$ cat src/rtl/operand_entry_ctrl_pkg.sv
// Shared types and constants for the operand entry controller.
// FSM state encodings, operand index values, default timing params.
package operand_entry_ctrl_pkg;

  localparam int DEF_DEBOUNCE_CYCLES = 16;
  localparam int DEF_COMPUTE_CYCLES  = 5;

  localparam logic [1:0] OP_A = 2'd0;
  localparam logic [1:0] OP_B = 2'd1;
  localparam logic [1:0] OP_C = 2'd2;
  localparam logic [1:0] OP_X = 2'd3;

  typedef enum logic [2:0] {
    ST_ENTRY,
    ST_HELD,
    ST_COMPUTE,
    ST_DONE,
    ST_REARM
  } state_e;

endpackage

$ cat src/rtl/operand_entry_ctrl_key_debounce.sv
// key_debounce: 2-flop sync of ~key_n plus stable-count debounce.
// Ports: clk, resetn, key_n (raw, active-low), key_level (clean, high=pressed).
module key_debounce
  import operand_entry_ctrl_pkg::*;
#(
  parameter int DEBOUNCE_CYCLES = DEF_DEBOUNCE_CYCLES
) (
  input  logic clk,
  input  logic resetn,
  input  logic key_n,
  output logic key_level
);

  localparam int CW = $clog2(DEBOUNCE_CYCLES + 1);

  logic          sync1_q;
  logic          sync2_q;
  logic          level_q;
  logic          level_d;
  logic [CW-1:0] cnt_q;
  logic [CW-1:0] cnt_d;

  // Level flips on the Nth consecutive disagreeing sample;
  // any agreeing sample restarts the count.
  always_comb begin
    level_d = level_q;
    cnt_d   = '0;
    if (sync2_q != level_q) begin
      if (cnt_q == CW'(DEBOUNCE_CYCLES - 1)) begin
        level_d = ~level_q;
      end else begin
        cnt_d = cnt_q + 1'b1;
      end
    end
  end

  always_ff @(posedge clk or negedge resetn) begin
    if (!resetn) begin
      sync1_q <= 1'b0;
      sync2_q <= 1'b0;
      level_q <= 1'b0;
      cnt_q   <= '0;
    end else begin
      sync1_q <= ~key_n;
      sync2_q <= sync1_q;
      level_q <= level_d;
      cnt_q   <= cnt_d;
    end
  end

  assign key_level = level_q;

endmodule

$ cat src/rtl/operand_entry_ctrl.sv
// Operand entry controller: sequences A,B,C,X entry for the evaluator.
// Ports: clk, resetn, key_n, sw[7:0] in; go, data_out, operand_idx, busy, result_valid out.
module operand_entry_ctrl
  import operand_entry_ctrl_pkg::*;
#(
  parameter int DEBOUNCE_CYCLES = DEF_DEBOUNCE_CYCLES,
  parameter int COMPUTE_CYCLES  = DEF_COMPUTE_CYCLES
) (
  input  logic       clk,
  input  logic       resetn,
  input  logic       key_n,
  input  logic [7:0] sw,
  output logic       go,
  output logic [7:0] data_out,
  output logic [1:0] operand_idx,
  output logic       busy,
  output logic       result_valid
);

  localparam int CW = $clog2(COMPUTE_CYCLES + 2);

  logic          key_lvl;
  logic [7:0]    sw_s1_q;
  logic [7:0]    sw_s2_q;

  state_e        state_q, state_d;
  logic          go_q, go_d;
  logic          busy_q, busy_d;
  logic          rv_q, rv_d;
  logic [1:0]    idx_q, idx_d;
  logic [CW-1:0] cnt_q, cnt_d;

  key_debounce #(
    .DEBOUNCE_CYCLES(DEBOUNCE_CYCLES)
  ) u_key (
    .clk      (clk),
    .resetn   (resetn),
    .key_n    (key_n),
    .key_level(key_lvl)
  );

  always_comb begin
    state_d = state_q;
    go_d    = go_q;
    busy_d  = busy_q;
    rv_d    = 1'b0;
    idx_d   = idx_q;
    cnt_d   = cnt_q;
    unique case (state_q)
      ST_ENTRY: begin
        if (key_lvl) begin
          go_d    = 1'b1;
          state_d = ST_HELD;
        end
      end
      ST_HELD: begin
        if (!key_lvl) begin
          go_d = 1'b0;
          if (idx_q == OP_X) begin
            idx_d   = OP_A;
            busy_d  = 1'b1;
            cnt_d   = '0;
            state_d = ST_COMPUTE;
          end else begin
            idx_d   = idx_q + 2'd1;
            state_d = ST_ENTRY;
          end
        end
      end
      // busy spans the go-fall edge plus COMPUTE_CYCLES more
      ST_COMPUTE: begin
        if (cnt_q == CW'(COMPUTE_CYCLES)) begin
          busy_d  = 1'b0;
          rv_d    = 1'b1;
          state_d = ST_DONE;
        end else begin
          cnt_d = cnt_q + 1'b1;
        end
      end
      // a key still held here must be released before the next go
      ST_DONE: begin
        state_d = key_lvl ? ST_REARM : ST_ENTRY;
      end
      ST_REARM: begin
        if (!key_lvl) state_d = ST_ENTRY;
      end
      default: state_d = ST_ENTRY;
    endcase
  end

  always_ff @(posedge clk or negedge resetn) begin
    if (!resetn) begin
      sw_s1_q <= '0;
      sw_s2_q <= '0;
      state_q <= ST_ENTRY;
      go_q    <= 1'b0;
      busy_q  <= 1'b0;
      rv_q    <= 1'b0;
      idx_q   <= OP_A;
      cnt_q   <= '0;
    end else begin
      sw_s1_q <= sw;
      sw_s2_q <= sw_s1_q;
      state_q <= state_d;
      go_q    <= go_d;
      busy_q  <= busy_d;
      rv_q    <= rv_d;
      idx_q   <= idx_d;
      cnt_q   <= cnt_d;
    end
  end

  assign go           = go_q;
  assign busy         = busy_q;
  assign result_valid = rv_q;
  assign operand_idx  = idx_q;
  assign data_out     = sw_s2_q;

endmodule

$ cat config.mk
export PLATFORM = sky130hd
export DESIGN_NAME = operand_entry_ctrl
export DESIGN_NICKNAME = d
export VERILOG_FILES = /design/src/rtl/operand_entry_ctrl_pkg.sv /design/src/rtl/operand_entry_ctrl_key_debounce.sv /design/src/rtl/operand_entry_ctrl.sv
export SDC_FILE = /design/constraint.sdc
export NUM_CORES = 1
export LEC_CHECK = 0
export ABC_AREA = 1
export ABC_CLOCK_PERIOD_IN_PS = 1050
export BUFFER_PORTS_ARGS = -buffer_cell sky130_fd_sc_hd__buf_4
export CORE_MARGIN = 2
export CORE_UTILIZATION = 50
export CTS_BUF_LIST = sky130_fd_sc_hd__clkbuf_2
export DETAILED_ROUTE_END_ITERATION = 8
export GPL_TIMING_DRIVEN = 0
export PLACE_DENSITY = 0.75
export SLEW_MARGIN = 25
export SYNTH_ARGS = -nofsm -noshare
export SYNTH_HDL_FRONTEND = slang
export SYNTH_SLANG_ARGS = --single-unit
$ cat constraint.sdc
create_clock -name clk -period 1.05 [get_ports clk]
set_input_delay 0.0525 -clock clk [delete_from_list [all_inputs] [get_ports clk]]
set_output_delay 0.0525 -clock clk [all_outputs]
set_load 0.005 [all_outputs]
# --- Word-level counts from Yosys, hierarchy flattened ---
# Index checks and enable logic that the tools add are counted.
totals:
  output_inout_bits: 13
  elab_cells: 63
  inputBits: 11
  regBits: 35
op_classes:
  n_addsub: 3
  bitwise: 2
  n_eq_ne: 14
  mux: 23
  reduce_logical: 9
ops:
  columns: ["cell", "count"]
  rows:
  - ["$mux 3", 8]
  - ["$pmux 3 s5", 1]
  - ["$reduce_and 4->1", 3]
  - ["$mux 5", 2]
  - ["$ne 2x2->1 const B", 5]
  - ["$mux 1", 7]
  - ["$eq 3x2->1 const B", 2]
  - ["$eq 3x3->1 const B", 2]
  - ["$pmux 3 s2", 1]
  - ["$add 5x1->5 const B", 1]
  - ["$eq 5x4->1 const B", 1]
  - ["$mux 2", 2]
  - ["$pmux 1 s2", 2]
  - ["$reduce_and 2->1", 2]
  - ["$reduce_bool 2->1", 2]
  - ["$add 3x1->3 const B", 1]
  - ["$eq 3x1->1 const B", 1]
  - ["$logic_not 3->1", 1]
  - ["$reduce_and 3->1", 1]
  - ["$add 2x1->2 const B", 1]
  - ["$eq 2x2->1 const B", 1]
  - ["$ne 2x1->1 const B", 1]
  - ["$not 1->1", 2]
  - ["$ne 1x1->1", 1]

# --- Depth between registers and ports, before layout ---
depth:
  ltp_word: 4
  ltp_mapped: 9
  ltp_nobuf: 9

# --- Cells and area by module ---
# Synthesis repeated with hierarchy kept, for this count alone.
unflattened:
  hier_cells: 125
  area_unflattened_um2: 1332.5
by_module_without_submodules:
  columns: ["module", "seq_area_each_um2", "cells_each", "area_each_um2", "instances"]
  rows:
  - ["operand_entry_ctrl", 675.6, 89, 1006.0, 1]
  - ["key_debounce", 200.2, 36, 326.6, 1]

# --- Worst setup path after synthesis ---
# Ideal clock, no wire load.
synth_path:
  path_type: "reg-to-reg"
  startpoint: "register cnt_q[0]"
  endpoint: "register state_q[1]"
  synth_period_minus_slack_ns: 1.132
  stages_incl_launch_ff: 8
  setup_ns: 0.120
  t_required_ns: 0.930
  arrival_ns: 1.012
  path_slack_ns: -0.082
  path_buffers: 0
  path_cell_list: "dfrtp_1 ha_1 nand2_1 nand3_2 nand2_1 inv_1 nand2_2 nand2_1"
synth_between:
  elab_chain_len: 3
synth_lines:
  columns: ["item", "line", "text"]
  rows:
  - ["start, declared", "operand_entry_ctrl.sv:31", "logic [CW-1:0] cnt_q, cnt_d;"]
  - ["start signal, assigned", "operand_entry_ctrl.sv:109", "cnt_q <= cnt_d;"]
  - ["$eq 3x3->1", "operand_entry_ctrl.sv:72", "if (cnt_q == CW'(COMPUTE_CYCLES)) begin"]
  - ["$ne 2x2->1 (no line)", null, null]
  - ["$reduce_and 4->1 (no line)", null, null]
  - ["end signal, assigned", "operand_entry_ctrl.sv:104", "state_q <= state_d;"]
  - ["end, declared", "operand_entry_ctrl.sv:26", "state_e state_q, state_d;"]
# No other way between the ends.
# A chain may end at the register's enable or synchronous reset.

# --- Worst setup path in the final report ---
layout_path:
  startpoint: "register state_q[0]"
  endpoint: "register busy_q, in the netlist busy"
layout_between:
  elab_chain_len: 3
  word_cells_on_any_way: 8
  classes_between: "eq/ne (5); mux (1); reduce/logical (2)"
layout_lines:
  columns: ["item", "line", "text"]
  rows:
  - ["$eq 3x1->1 or $eq 3x2->1 (tied branches)", "operand_entry_ctrl.sv:49", "unique case (state_q)"]
  - ["$ne 2x2->1 (no line) or $reduce_bool 2->1 (tied branches)", null, null]
  - ["$reduce_and 4->1 (no line)", null, null]
  - ["end signal, assigned", "operand_entry_ctrl.sv:106", "busy_q <= busy_d;"]
  - ["end, declared", "operand_entry_ctrl.sv:28", "logic busy_q, busy_d;"]
# Parallel ways exist; a longest one is shown, timed or not.

==> metrics.txt <==
Final Cycle Share=1.153; R2R Setup Slk=-0.16 ns; Pleak=0.9140 nW; fillers=140; RSZ-0062 raised after global routing=true; GRT met2 Usage=0.3254; crit path kind=reg -> reg; Max VDD drop=0.001121 V; Die Y=54.67 µm; fmax=0.8257 GHz; Detail Route Antenna Nets=0; RR Startpoint=state_q[0]; synthesized area=~1300 µm²; GP Congestion=between 0.8 and 0.9; Final Hold Violating Endpoints=0; grt met1 use=0.2106; Area Overhead vs Synth=44.44%; CTS tree=built; Net Count, Synth=approximately 130; crit start category=register; Core Area=2455 µm²; Post-Syn Area per Cell=11.67 µm²; Initial Util=0.5229; I/O pin total=24; failing checks=setup timing; placed insts=163; clk sink count=35; Hold Path Class=in -> async; fin crit period=1.211 ns; max-slew violation count=0; power per cell area=1155 nW/µm²; setup ws final=-0.1611 ns; Final Non-Filler Cells=193; initial DRC count=3; setup TNS=-1.041 ns; clk buf depth=2; routed via count=971; Mapped Cells=110; Cell variety after synth=25; number of global-route vias before repair=913; Critical Path Fanout Max=5; antenna violations before repair=0; number of port buffers=23; diode count=0; CP required=1.33 ns; Die ar.=2989 µm²; busiest grt layer=met2; hpwl dp=1358 µm; outcome=finished, violations left; Crit path arrival time=1.49 ns; worst-margin pin slew=0.4184 ns; overall routing resource usage=0.2001; Layout Nets=around 180; clk_lat worst skew=0.39 ns; FF-to-FF End=busy; met3 usage=0.1038; row count=18; first-pass GRT wire length=3891 µm; clk slew on worst S/H paths=around 0.18 ns; slew margin rel.=0.7211; sequential area share after synthesis=0.6823; R2R depth=7; Remaining Overflow, GRT=0; CP endpoint kind=register; post-synthesis register bit count=35; DRC Markers=0; H-tree depth=2; wire per inst=12.75 µm; total CTS buffers=5; Setup-failing EPs final=14; drt pass-1 iters=4; largest net degree at the start of global routing=36; Worst Clk Skew=0.01942 ns; via density per instance=5.031; die span in x=54.67 µm; Root Driver=clkbuf_2; Max-Cap Viols=0; WL final=about 2500 µm; Ys Warns=0; share of cells above drive strength 1=0.4479
## layout by cell type (no fill, tap or decap), types with 3 or more instances in the layout
cell type | synthesis | routed
dfrtp_2 | 0 | 3
buf_4 | 1 | 34
dlygate4sd3_1 | 0 | 10
buf_6 | 0 | 4
nand2_2 | 2 | 9
dfrtp_1 | 35 | 32
nor2_4 | 1 | 3
nand3_1 | 7 | 6
nand2_1 | 20 | 12
nor2_1 | 11 | 10
clkbuf_2 | 0 | 5
inv_1 | 9 | 7
## critical path, cell delays in order (launching register included)
cell and delay (ns):
dfrtp_2 0.50, buf_4 0.16, nand4_1 0.15, nand2_2 0.09
inv_2 0.06, nand2_2 0.05, nand2_1 0.06, nand2_1 0.05
## layer usage
| layer | up-vias | routed length, µm |
|---|---|---|
| met5 | - | 0 |
| met4 | 0 | 54 |
| met3 | 7 | 174 |
| met2 | 29 | 1299 |
| met1 | 475 | 931 |
| li1 | 460 | - |
## cell usage after synthesis, drive strengths merged
cell / n / area (µm²)
nor2: 13 / 58.81
dfrtp: 35 / 875.8
nor3: 1 / 5.000
nand2b: 1 / 6.260
o211ai: 1 / 7.510
xor2: 1 / 8.760
inv: 10 / 37.53
ha: 4 / 50.05
nand4: 1 / 6.260
nand2: 23 / 98.84
xnor2: 2 / 17.52
o2111ai: 1 / 8.760
nand3: 9 / 55.05
a21oi: 2 / 10.01
nor3b: 1 / 7.510
buf: 1 / 7.510
o21a: 1 / 7.510
o21ai: 3 / 15.01
## report_power, final
part | switching, W | internal [W]
Combinational | 0.0000675 | 0.0000984
Clock | 0.000420 | 0.000138
Sequential | 0.0000214 | 0.00140
## state kept, by name, indices dropped and copies added (netlist names), 2 cells and up
register	count
operand_idx	2
sw_s1_q	8
cnt_q	3
state_q	3
data_out	8
u_key.cnt_q	5
## per-stage QoR
stage               cell area [µm²]  total power [W]  utilization  setup WS, ns  hold WS [ns]
finish                         1854         0.002141       0.7554       -0.1611        0.1160
CTS                            1739         0.002148       0.7085       -0.1094        0.1246
global route                   1854         0.002254       0.7554       -0.2519        0.1304
floorplan                      1303         0.001465            -      -0.02953       -0.2431
detailed placement             1513         0.001558       0.6162       -0.1305       0.02073
global placement               1513         0.001552       0.6162       -0.1053       0.01618
## cells by family (layout without fill, tap and decap cells)
group                    Yosys count  after routing  share of synthesized area
AO/OA/AOI/OAI                      8              8                    0.03801
XOR/XNOR                           3              3                    0.02047
adder cells (fa/ha/maj)            4              4                    0.03899
buffers and inverters             11             64                    0.03509
flip-flops                        35             35                     0.6823
AND/OR/NAND/NOR                   49             49                     0.1852
## repair_timing
| action | CTS | global route |
|---|---|---|
| pin swaps | 3 | 6 |
| hold buffers | 10 | 0 |
| gates resized for setup | 6 | 21 |
| hold endpoints to repair | 44 | 0 |
| endpoints found under the setup margin | 11 | 19 |
| setup buffers | 9 | 5 |
## final cells by class
cell class              count  area, µm²  share of cell area
multi-input cells          64      464.2              0.2503
well taps                  30      37.54             0.02024
plain buffers               1      7.507            0.004049
clock buffers               5      25.02             0.01350
repair buffers             47      392.9              0.2119
flip-flops and latches     35      879.6              0.4744
inverters                  10      40.04             0.02159
clock inverters             1      7.507            0.004049
## worst max-delay path by stage
stage	slack, ns	from	to	cells after the start
floorplan	-0.03	cnt_q[1]	busy	9
CTS	-0.11	cnt_q[1]	busy	9
global route	-0.25	state_q[0]	busy	7
finish	-0.16	state_q[0]	busy	7
detailed placement	-0.13	state_q[0]	busy	6
global placement	-0.11	state_q[0]	busy	6
(Power assumes the default switching activity.)
